--- src/rtl/muldiv_iter_unit_pkg.sv ---
// Shared definitions for muldiv_iter_unit: RV M func3 codes, FSM states,
// per-operation sign/zero flags and func3 decode helpers.
package muldiv_pkg;

    localparam logic [2:0] F3_MUL    = 3'b000;
    localparam logic [2:0] F3_MULH   = 3'b001;
    localparam logic [2:0] F3_MULHSU = 3'b010;
    localparam logic [2:0] F3_MULHU  = 3'b011;
    localparam logic [2:0] F3_DIV    = 3'b100;
    localparam logic [2:0] F3_DIVU   = 3'b101;
    localparam logic [2:0] F3_REM    = 3'b110;
    localparam logic [2:0] F3_REMU   = 3'b111;

    typedef enum logic [1:0] {
        IDLE = 2'd0,
        CALC = 2'd1,
        FIX  = 2'd2,
        DONE = 2'd3
    } state_e;

    // Captured at accept time so the datapath only ever sees magnitudes.
    typedef struct packed {
        logic a_neg;
        logic b_neg;
        logic a_zero;
        logic b_zero;
        logic ovf;
    } op_flags_t;

    function automatic logic is_div(input logic [2:0] f3);
        return f3[2];
    endfunction

    function automatic logic a_signed(input logic [2:0] f3);
        return (f3 == F3_MULH) || (f3 == F3_MULHSU) || (f3 == F3_DIV) || (f3 == F3_REM);
    endfunction

    function automatic logic b_signed(input logic [2:0] f3);
        return (f3 == F3_MULH) || (f3 == F3_DIV) || (f3 == F3_REM);
    endfunction

endpackage

--- src/rtl/muldiv_iter_unit_if.sv ---
// Request/response bundle between the EX stage (master) and muldiv_iter_unit (slave).
interface muldiv_iter_unit_if #(
    parameter int DATA_W = 64
);
    logic              enable;
    logic              flush;
    logic              start;
    logic [2:0]        func3;
    logic [DATA_W-1:0] op_a;
    logic [DATA_W-1:0] op_b;
    logic              busy;
    logic              done;
    logic [DATA_W-1:0] result;
    logic              stall;

    modport master (
        output enable, flush, start, func3, op_a, op_b,
        input  busy, done, result, stall
    );

    modport slave (
        input  enable, flush, start, func3, op_a, op_b,
        output busy, done, result, stall
    );
endinterface

--- src/rtl/muldiv_iter_unit_step.sv ---
// One radix-2 iteration: shift-add for multiply, restoring trial-subtract for divide.
// {hi,lo} is the product (mul) or {remainder, dividend/quotient} (div); m is multiplicand or divisor.
module muldiv_step #(
    parameter int DATA_W = 64
) (
    input  logic              is_div_i,
    input  logic [DATA_W-1:0] hi_i,
    input  logic [DATA_W-1:0] lo_i,
    input  logic [DATA_W-1:0] m_i,
    output logic [DATA_W-1:0] hi_o,
    output logic [DATA_W-1:0] lo_o
);
    logic [DATA_W:0]   sum;
    logic [DATA_W:0]   rem_sh;
    logic [DATA_W-1:0] diff;
    logic              fits;

    always_comb begin
        sum    = {1'b0, hi_i} + (lo_i[0] ? {1'b0, m_i} : '0);
        rem_sh = {hi_i, lo_i[DATA_W-1]};
        fits   = (rem_sh >= {1'b0, m_i});
        // When the subtract fits the difference is below m, so the low bits are exact.
        diff   = rem_sh[DATA_W-1:0] - m_i;
        if (is_div_i) begin
            hi_o = fits ? diff : rem_sh[DATA_W-1:0];
            lo_o = {lo_i[DATA_W-2:0], fits};
        end else begin
            hi_o = sum[DATA_W:1];
            lo_o = {sum[0], lo_i[DATA_W-1:1]};
        end
    end
endmodule

--- src/rtl/muldiv_iter_unit.sv ---
// Iterative RV M multiply/divide unit: IDLE -> CALC (DATA_W steps) -> FIX -> DONE.
// Optional MULDIV_EARLY_OUT_EN skips CALC for zero operands, divide-by-zero and signed overflow.
module muldiv_iter_unit
    import muldiv_pkg::*;
#(
    parameter  int DATA_W = 64,
    localparam int CNT_W  = $clog2(DATA_W) + 1
) (
    input  logic              clk,
    input  logic              arst,
    muldiv_iter_unit_if.slave bus
);
    localparam logic [DATA_W-1:0] MIN_NEG = {1'b1, {(DATA_W-1){1'b0}}};

    state_e            state_q, state_d;
    logic [CNT_W-1:0]  cnt_q, cnt_d;
    logic [DATA_W-1:0] hi_q, hi_d, lo_q, lo_d, m_q, m_d;
    logic [DATA_W-1:0] opa_q, opa_d, pend_q, pend_d, result_q, result_d;
    logic [2:0]        f3_q, f3_d;
    op_flags_t         flags_q, flags_d;
    logic              done_q, done_d;

    logic [DATA_W-1:0] step_hi, step_lo;
    logic              step_div;
    logic              busy;

    assign step_div = is_div(f3_q);

    muldiv_step #(.DATA_W(DATA_W)) u_step (
        .is_div_i (step_div),
        .hi_i     (hi_q),
        .lo_i     (lo_q),
        .m_i      (m_q),
        .hi_o     (step_hi),
        .lo_o     (step_lo)
    );

    // Operand preparation for the accepting cycle.
    logic              neg_a, neg_b, in_ovf;
    logic [DATA_W-1:0] abs_a, abs_b;

    always_comb begin
        neg_a  = a_signed(bus.func3) && bus.op_a[DATA_W-1];
        neg_b  = b_signed(bus.func3) && bus.op_b[DATA_W-1];
        abs_a  = neg_a ? -bus.op_a : bus.op_a;
        abs_b  = neg_b ? -bus.op_b : bus.op_b;
        in_ovf = is_div(bus.func3) && b_signed(bus.func3) &&
                 (bus.op_a == MIN_NEG) && (&bus.op_b);
    end

    // Sign correction and result selection, consumed in FIX.
    logic [2*DATA_W-1:0] prod;
    logic [DATA_W-1:0]   quo, rem, fix_val;

    always_comb begin
        prod = {hi_q, lo_q};
        if (flags_q.a_neg ^ flags_q.b_neg) prod = -prod;
        quo = (flags_q.a_neg ^ flags_q.b_neg) ? -lo_q : lo_q;
        rem = flags_q.a_neg ? -hi_q : hi_q;

        if (!is_div(f3_q)) begin
            if (flags_q.a_zero || flags_q.b_zero) fix_val = '0;
            else if (f3_q == F3_MUL)              fix_val = prod[DATA_W-1:0];
            else                                  fix_val = prod[2*DATA_W-1:DATA_W];
        end else if (flags_q.b_zero) begin
            fix_val = f3_q[1] ? opa_q : '1;
        end else if (flags_q.ovf) begin
            fix_val = f3_q[1] ? '0 : opa_q;
        end else begin
            fix_val = f3_q[1] ? rem : quo;
        end
    end

    always_comb begin
        // NOTE: every _d starts as its _q so no branch below can leave a latch behind.
        state_d  = state_q;
        cnt_d    = cnt_q;
        hi_d     = hi_q;
        lo_d     = lo_q;
        m_d      = m_q;
        opa_d    = opa_q;
        pend_d   = pend_q;
        result_d = result_q;
        f3_d     = f3_q;
        flags_d  = flags_q;
        done_d   = done_q;

        if (bus.flush) begin
            state_d = IDLE;
            done_d  = 1'b0;
        end else if (bus.enable) begin
            done_d = 1'b0;
            unique case (state_q)
                IDLE: begin
                    // done_q high means this is the pulse cycle; start waits one more cycle.
                    if (bus.start && !done_q) begin
                        f3_d           = bus.func3;
                        opa_d          = bus.op_a;
                        flags_d.a_neg  = neg_a;
                        flags_d.b_neg  = neg_b;
                        flags_d.a_zero = (bus.op_a == '0);
                        flags_d.b_zero = (bus.op_b == '0);
                        flags_d.ovf    = in_ovf;
                        cnt_d          = '0;
                        hi_d           = '0;
                        lo_d           = is_div(bus.func3) ? abs_a : abs_b;
                        m_d            = is_div(bus.func3) ? abs_b : abs_a;
                        state_d        = CALC;
`ifdef MULDIV_EARLY_OUT_EN
                        if ((bus.op_a == '0) || (bus.op_b == '0) || in_ovf) state_d = FIX;
`endif
                    end
                end
                CALC: begin
                    hi_d  = step_hi;
                    lo_d  = step_lo;
                    cnt_d = cnt_q + 1'b1;
                    if (cnt_q == CNT_W'(DATA_W - 1)) state_d = FIX;
                end
                FIX: begin
                    pend_d  = fix_val;
                    state_d = DONE;
                end
                DONE: begin
                    result_d = pend_q;
                    done_d   = 1'b1;
                    state_d  = IDLE;
                end
                default: state_d = IDLE;
            endcase
        end
    end

    // NOTE: state flops use non-blocking assignments only; the blocking ones live in always_comb.
    always_ff @(posedge clk or posedge arst) begin
        if (arst) begin
            state_q  <= IDLE;
            cnt_q    <= '0;
            hi_q     <= '0;
            lo_q     <= '0;
            m_q      <= '0;
            opa_q    <= '0;
            pend_q   <= '0;
            result_q <= '0;
            f3_q     <= '0;
            flags_q  <= '0;
            done_q   <= 1'b0;
        end else begin
            state_q  <= state_d;
            cnt_q    <= cnt_d;
            hi_q     <= hi_d;
            lo_q     <= lo_d;
            m_q      <= m_d;
            opa_q    <= opa_d;
            pend_q   <= pend_d;
            result_q <= result_d;
            f3_q     <= f3_d;
            flags_q  <= flags_d;
            done_q   <= done_d;
        end
    end

    assign busy       = (state_q != IDLE);
    assign bus.busy   = busy;
    assign bus.done   = done_q;
    assign bus.result = result_q;
    assign bus.stall  = busy | (bus.start & ~done_q);

endmodule
--- src/flat_wrapper.sv ---
// flat-port wrapper written by rule: the top's interface ports become plain ports
module muldiv_iter_unit_flat import muldiv_pkg::*;
#(
    parameter  int DATA_W = 64,
    localparam int CNT_W  = $clog2(DATA_W) + 1
)
  (clk, arst, bus_enable, bus_flush, bus_start, bus_func3, bus_op_a, bus_op_b, bus_busy, bus_done, bus_result, bus_stall);
  muldiv_iter_unit_if #(.DATA_W(DATA_W)) bus_i ();
  input  logic clk;
  input  logic arst;
  input wire logic [$bits(bus_i.enable)-1:0] bus_enable;
  input wire logic [$bits(bus_i.flush)-1:0] bus_flush;
  input wire logic [$bits(bus_i.start)-1:0] bus_start;
  input wire logic [$bits(bus_i.func3)-1:0] bus_func3;
  input wire logic [$bits(bus_i.op_a)-1:0] bus_op_a;
  input wire logic [$bits(bus_i.op_b)-1:0] bus_op_b;
  output wire logic [$bits(bus_i.busy)-1:0] bus_busy;
  output wire logic [$bits(bus_i.done)-1:0] bus_done;
  output wire logic [$bits(bus_i.result)-1:0] bus_result;
  output wire logic [$bits(bus_i.stall)-1:0] bus_stall;
  assign bus_i.enable = bus_enable;
  assign bus_i.flush = bus_flush;
  assign bus_i.start = bus_start;
  assign bus_i.func3 = bus_func3;
  assign bus_i.op_a = bus_op_a;
  assign bus_i.op_b = bus_op_b;
  assign bus_busy = bus_i.busy;
  assign bus_done = bus_i.done;
  assign bus_result = bus_i.result;
  assign bus_stall = bus_i.stall;
  muldiv_iter_unit #(.DATA_W(DATA_W)) u_core (.clk(clk), .arst(arst), .bus(bus_i));
endmodule
--- config.mk ---
export PLATFORM = sky130hd
export DESIGN_NAME = muldiv_iter_unit_flat
export DESIGN_NICKNAME = d
export VERILOG_FILES = /design/src/rtl/muldiv_iter_unit_pkg.sv /design/src/rtl/muldiv_iter_unit_if.sv /design/src/rtl/muldiv_iter_unit_step.sv /design/src/rtl/muldiv_iter_unit.sv /design/src/flat_wrapper.sv
export SDC_FILE = /design/constraint.sdc
export NUM_CORES = 2
export LEC_CHECK = 0
export BUFFER_PORTS_ARGS = -buffer_cell sky130_fd_sc_hd__buf_2
export CAP_MARGIN = 40
export CORE_MARGIN = 4
export CORE_UTILIZATION = 29
export CTS_CLUSTER_DIAMETER = 100
export CTS_CLUSTER_SIZE = 12
export DETAILED_ROUTE_END_ITERATION = 12
export GPL_TIMING_DRIVEN = 0
export PLACE_DENSITY = 0.5
export SETUP_SLACK_MARGIN = 0.05
export SKIP_CTS_REPAIR_TIMING = 1
export SLEW_MARGIN = 20
export SYNTH_ARGS = -nofsm -noshare
export SYNTH_HDL_FRONTEND = slang
export SYNTH_SLANG_ARGS = --single-unit
--- constraint.sdc ---
create_clock -name clk -period 15.1 [get_ports clk]
set_clock_uncertainty 0.1 [all_clocks]
set_input_delay 0.755 -clock clk [delete_from_list [all_inputs] [get_ports clk]]
set_output_delay 0.755 -clock clk [all_outputs]
set_load 0.05 [all_outputs]
Word level (Yosys, flattened, before mapping)
Cells that the tools add are included.
- register bits: 402
- logic and storage cells: 100
- output and inout bits: 67
- input port bits: 136
- reductions and logical operators: 26
- $add $sub $neg: 8
- multiplexer cells: 33
- magnitude comparators: 1
- equality and inequality tests: 12
- bitwise operators: 5
- operators by type and width (cell ; number):
    64-bit two-way mux ; 20
    64-bit negation ; 4
    64-bit case mux with 2 select lines ; 2
    64-bit logical NOT ; 2
    128-bit two-way mux ; 1
    128-bit negation ; 1
    64-bit by 65-bit adder with 65-bit output ; 1
    65-bit by 64-bit >= comparator with 1-bit output ; 1
    64-bit == test (second input constant) ; 1
    64-bit AND reduction ; 1
    64-bit subtractor ; 1
    7-bit case mux with 2 select lines ; 1
    3-bit AND reduction ; 3
    2-bit two-way mux ; 4
    2-bit case mux with 4 select lines ; 1
    4-bit AND reduction ; 2
    7-bit by 1-bit adder with 7-bit output (second input constant) ; 1
    7-bit by 6-bit == test with 1-bit output (second input constant) ; 1
    7-bit two-way mux ; 1
    3-bit == test (second input constant) ; 2
    1-bit logical AND ; 6
    1-bit logical OR ; 6
    3-bit by 2-bit inequality test with 1-bit output (second input constant) ; 2
    2-bit nonzero test ; 3
    13 further kinds ; 17

Logic depth before layout (Yosys ltp)
- depth after elaboration: 9
- mapped depth: 18
- gate-level depth less buffers: 16

Hierarchy
From an unflattened synthesis, not the netlist that was laid out.
- cells, all modules: 4798
- area, all modules: 36877.9 um2
- modules (own cells, without submodules) (module ; cells each ; area an instance (um2) ; instances ; sequential area each (um2)):
    muldiv_iter_unit ; 3193 ; 26475.4 ; 1 ; 10059.6
    muldiv_step ; 1605 ; 10402.5 ; 1 ; 0.0

Worst setup path after synthesis
OpenSTA, ideal clock, no wires.
- path type: flip-flop to flip-flop
- from: register u_core.lo_q[0]
- to: register u_core.hi_q[57]
- stages on the path, launching flop included: 19
- setup time: 126 ps
- data required time: 14874 ps
- arrival time: 3654 ps
- buffers on the path: 3
- period minus slack after synthesis: 3880 ps
- path slack: 11220 ps
- cell sequence: dfrtp_1 buf_2 inv_2 clkbuf_1 nor2_1 ha_1 clkbuf_1 nand3_1 or3_1 or2_2 nand2b_1 nor2_1 o211ai_1 and3_1 o21ai_1 nand2_1 o21ai_0 xnor2_1 a221o_1
- longest elaborated chain between the ends: 4
- ends and longest elaborated chain (element ; line ; text):
    from (decl) ; muldiv_iter_unit.sv:17 ; logic [DATA_W-1:0] hi_q, hi_d, lo_q, lo_d, m_q, m_d;
    from (signal assigned) ; muldiv_iter_unit.sv:152 ; lo_q <= lo_d;
    64-bit two-way mux ; muldiv_iter_unit_step.sv:19 ; sum = {1'b0, hi_i} + (lo_i[0] ? {1'b0, m_i} : '0);
    64-bit by 65-bit adder with 65-bit output ; muldiv_iter_unit_step.sv:19 ;
    64-bit two-way mux ; muldiv_iter_unit_step.sv:24 ; if (is_div_i) begin
    64-bit case mux with 2 select lines ; muldiv_iter_unit.sv:93 ; unique case (state_q)
    to (signal assigned) ; muldiv_iter_unit.sv:151 ; hi_q <= hi_d;
    to (decl) ; muldiv_iter_unit.sv:17 ;
No other way between the ends.
A chain may end at the register's enable or synchronous reset.

Final worst setup path
- from: register u_core.lo_q[0]
- to: register u_core.hi_q[63]
The elaborated chain is that of the path after synthesis.

==> run metrics <==
status completed; Fillers 13.1k; HP Class primary input to async pin; Final setup viols 0; DRT Wirelength 208000 um; final worst slack 9120 ps; io pins 203; CTS tree built; antenna violations before repair 8; Gate Count Post-Synth 4629; HPWL Detailed 172000 um; total clock sinks 402; area of the multi-input gates 23900 um^2; area leader, netlist dfrtp_1; static leakage power 17.7 nW; number of global-route vias before repair 36.7k; Placer Congestion 1.08; first-pass GRT wire length 289000 um; post-layout min period 5980 ps; Non-Filler Instances 6559; synthesized area 35800 um^2; Yosys reg bits 402; VDD IR max 79.5 uV; fraction of layout cells with a size suffix above 1 11.5%; drt first pass iters 9; Rows 128; H-tree depth 2; syn_area_per_cell 7.73 um^2; synth cell count leaders 482 x nor2_1, 474 x o21ai_0, 473 x a21oi_1, 455 x nand2_1, 402 x dfrtp_1; Initial Util 29.3%; P_sw 3.53 mW; Slew Viols, Final 0; total grt overflow 0; worst-skew pair later-pin latency 640 ps; Setup TNS 0 ps; FF/Latch Area 10100 um^2; post-layout util 33.2%; Place WS 9390 ps; Pwr Total 6.57 mW; CP Class register to register; Most used DFF post-synth dfrtp_1; Pint 3.04 mW; vias 39.4k; crit-path max FO 10; Data required, critical path 15560 ps; CTS clk-pin slew, worst paths 80 ps; most common cell in the netlist nor2_1; share of Yosys cell area claimed by the top area cell type 28.1%; Core Region 122000 um^2; Cell Area, Placed 39300 um^2; Reg power frac 27.2%; Syn-to-layout area delta 13.5%; final instance area 40600 um^2; RSZ-0062 raised after global routing no; die span in x 359 um; worst slew pin tran 985 ps; Slew HR 33.8%; clock power share 15.9%; max cap viols 0; CTS buffer count 41; ys async rst share 100%; net switching share of the total power 53.7%; Fin Hold WS 75.8 ps; Critical Path AT 6440 ps; DRC Markers 0; Post-synth EDFFs 0; Clock Tree Root clkbuf_16; gr usage total 30.9%; detailed router's first-iteration violation count 5348; nets@finish 5195; combinational share of power 56.9%; Area contributors post-synth dfrtp_1 28%, o21ai_0 6.6%, a21oi_1 6.6%; Fmax 167 MHz; P per Cell Area 162 nW/um^2; I/O Buffers 201; Wirelength per Cell 31.8 um; Die H 359 um; CTS max path bufs 3; vias per inst 6.01; die area 129000 um^2; register area share after synthesis 28.1%; Syn Nets 4905; Setup crit start kind register; crit path capture type register; Placed Cells 6495; post-route ant nets 0; yosys warns 0; pin count of the biggest net entering global routing 93; final period utilization 39.6%; Final Hold Vio Count 0; Distinct cells, synth 95
[state kept, by name, summed over array words and instances (netlist names)]
signal             cells
u_core.flags_q         5
u_core.m_q            64
u_core.lo_q           64
u_core.opa_q          64
u_core.hi_q           64
u_core.state_q         2
u_core.cnt_q           7
u_core.f3_q            3
u_core.pend_q         64
u_core.bus.result     64
u_core.bus.done        1
[worst paths after layout]
path | cells after the start | slack, ps | endpoint | startpoint
worst min register to register | 2 | 370 | u_core.pend_q[51]$_DFFE_PP0P_ | u_core.pend_q[51]$_DFFE_PP0P_
min in group clk | 2 | 230 | u_core.state_q[0]$_DFFE_PP0P_ | bus_flush
worst max register to register | 18 | 9120 | u_core.hi_q[63]$_DFFE_PP0P_ | u_core.lo_q[0]$_DFFE_PP0P_
max in group asynchronous | 5 | 13090 | u_core.m_q[18]$_DFFE_PP0P_ | arst
worst max-delay path | 18 | 9120 | u_core.hi_q[63]$_DFFE_PP0P_ | u_core.lo_q[0]$_DFFE_PP0P_
worst min-delay path | 2 | 80 | u_core.bus.result[15]$_DFFE_PP0P_ | arst
[routing by layer]
layer | part of all wire (%) | GRT usage, % | up-vias
li1 | - | - | 17212
met2 | 40 | 44.1 | 2342
met4 | 7.8 | 19.7 | 4
met5 | 0.037 | 0 | -
met3 | 10 | 7.64 | 467
met1 | 42 | 41.5 | 19373
[layout by cell type (no fill, tap or decap), types with 40 or more instances in the layout]
master,n
nor3_1,86
xnor2_1,224
xor2_1,201
nand3_1,61
clkbuf_16,42
a21o_1,81
mux2i_1,43
a211oi_1,84
nand2_1,454
buf_2,232
o21ai_0,474
dfrtp_1,402
nor4_1,40
ha_1,138
nand2b_1,49
mux2_2,182
nand4_1,58
o31ai_1,47
nor2_1,482
a21oi_1,473
a31oi_1,55
inv_1,135
clkbuf_1,289
[power by group through the flow]
stage	sequential [mW]	clock [mW]	combinational, mW
2_1_floorplan	1.56	0	2.19
3_3_place_gp	1.77	0	3.52
3_5_place_dp	1.78	0	3.54
4_1_cts	1.76	1.06	3.56
5_1_grt	1.80	1.10	3.91
6_report	1.79	1.04	3.74
[critical path, stage by stage, from the launching register on]
cell,delay (ps)
dfrtp_1,350
buf_2,290
inv_2,430
clkbuf_1,480
nor2_1,110
ha_1,370
o211a_1,170
o31a_1,190
o21a_1,220
a31oi_1,160
a2111oi_1,590
buf_2,260
o211ai_1,240
nand2_1,270
a31oi_1,150
o31ai_1,580
a21oi_1,270
o311ai_0,430
nor3b_1,220
[cell type report]
cell class	count	area share (%)
Inverter	138	1.30
Antenna cell	3	0.0185
Clock buffer	49	2.75
Timing Repair Buffer	247	3.78
Sequential cell	402	24.8
Multi-Input combinational cell	3746	58.8
Buffer	343	3.31
Clock inverter	6	0.277
Tap cell	1625	5.00
[cell families after synthesis]
| group | share of synthesized area, % |
|---|---|
| AO/OA/AOI/OAI | 25.8 |
| AND/OR/NAND/NOR | 18.6 |
| buffers and inverters | 5.20 |
| XOR/XNOR | 10.4 |
| flip-flops | 28.1 |
| multiplexers | 6.93 |
| adder cells (fa/ha/maj) | 4.94 |
Power figures use the tool's default switching activity.
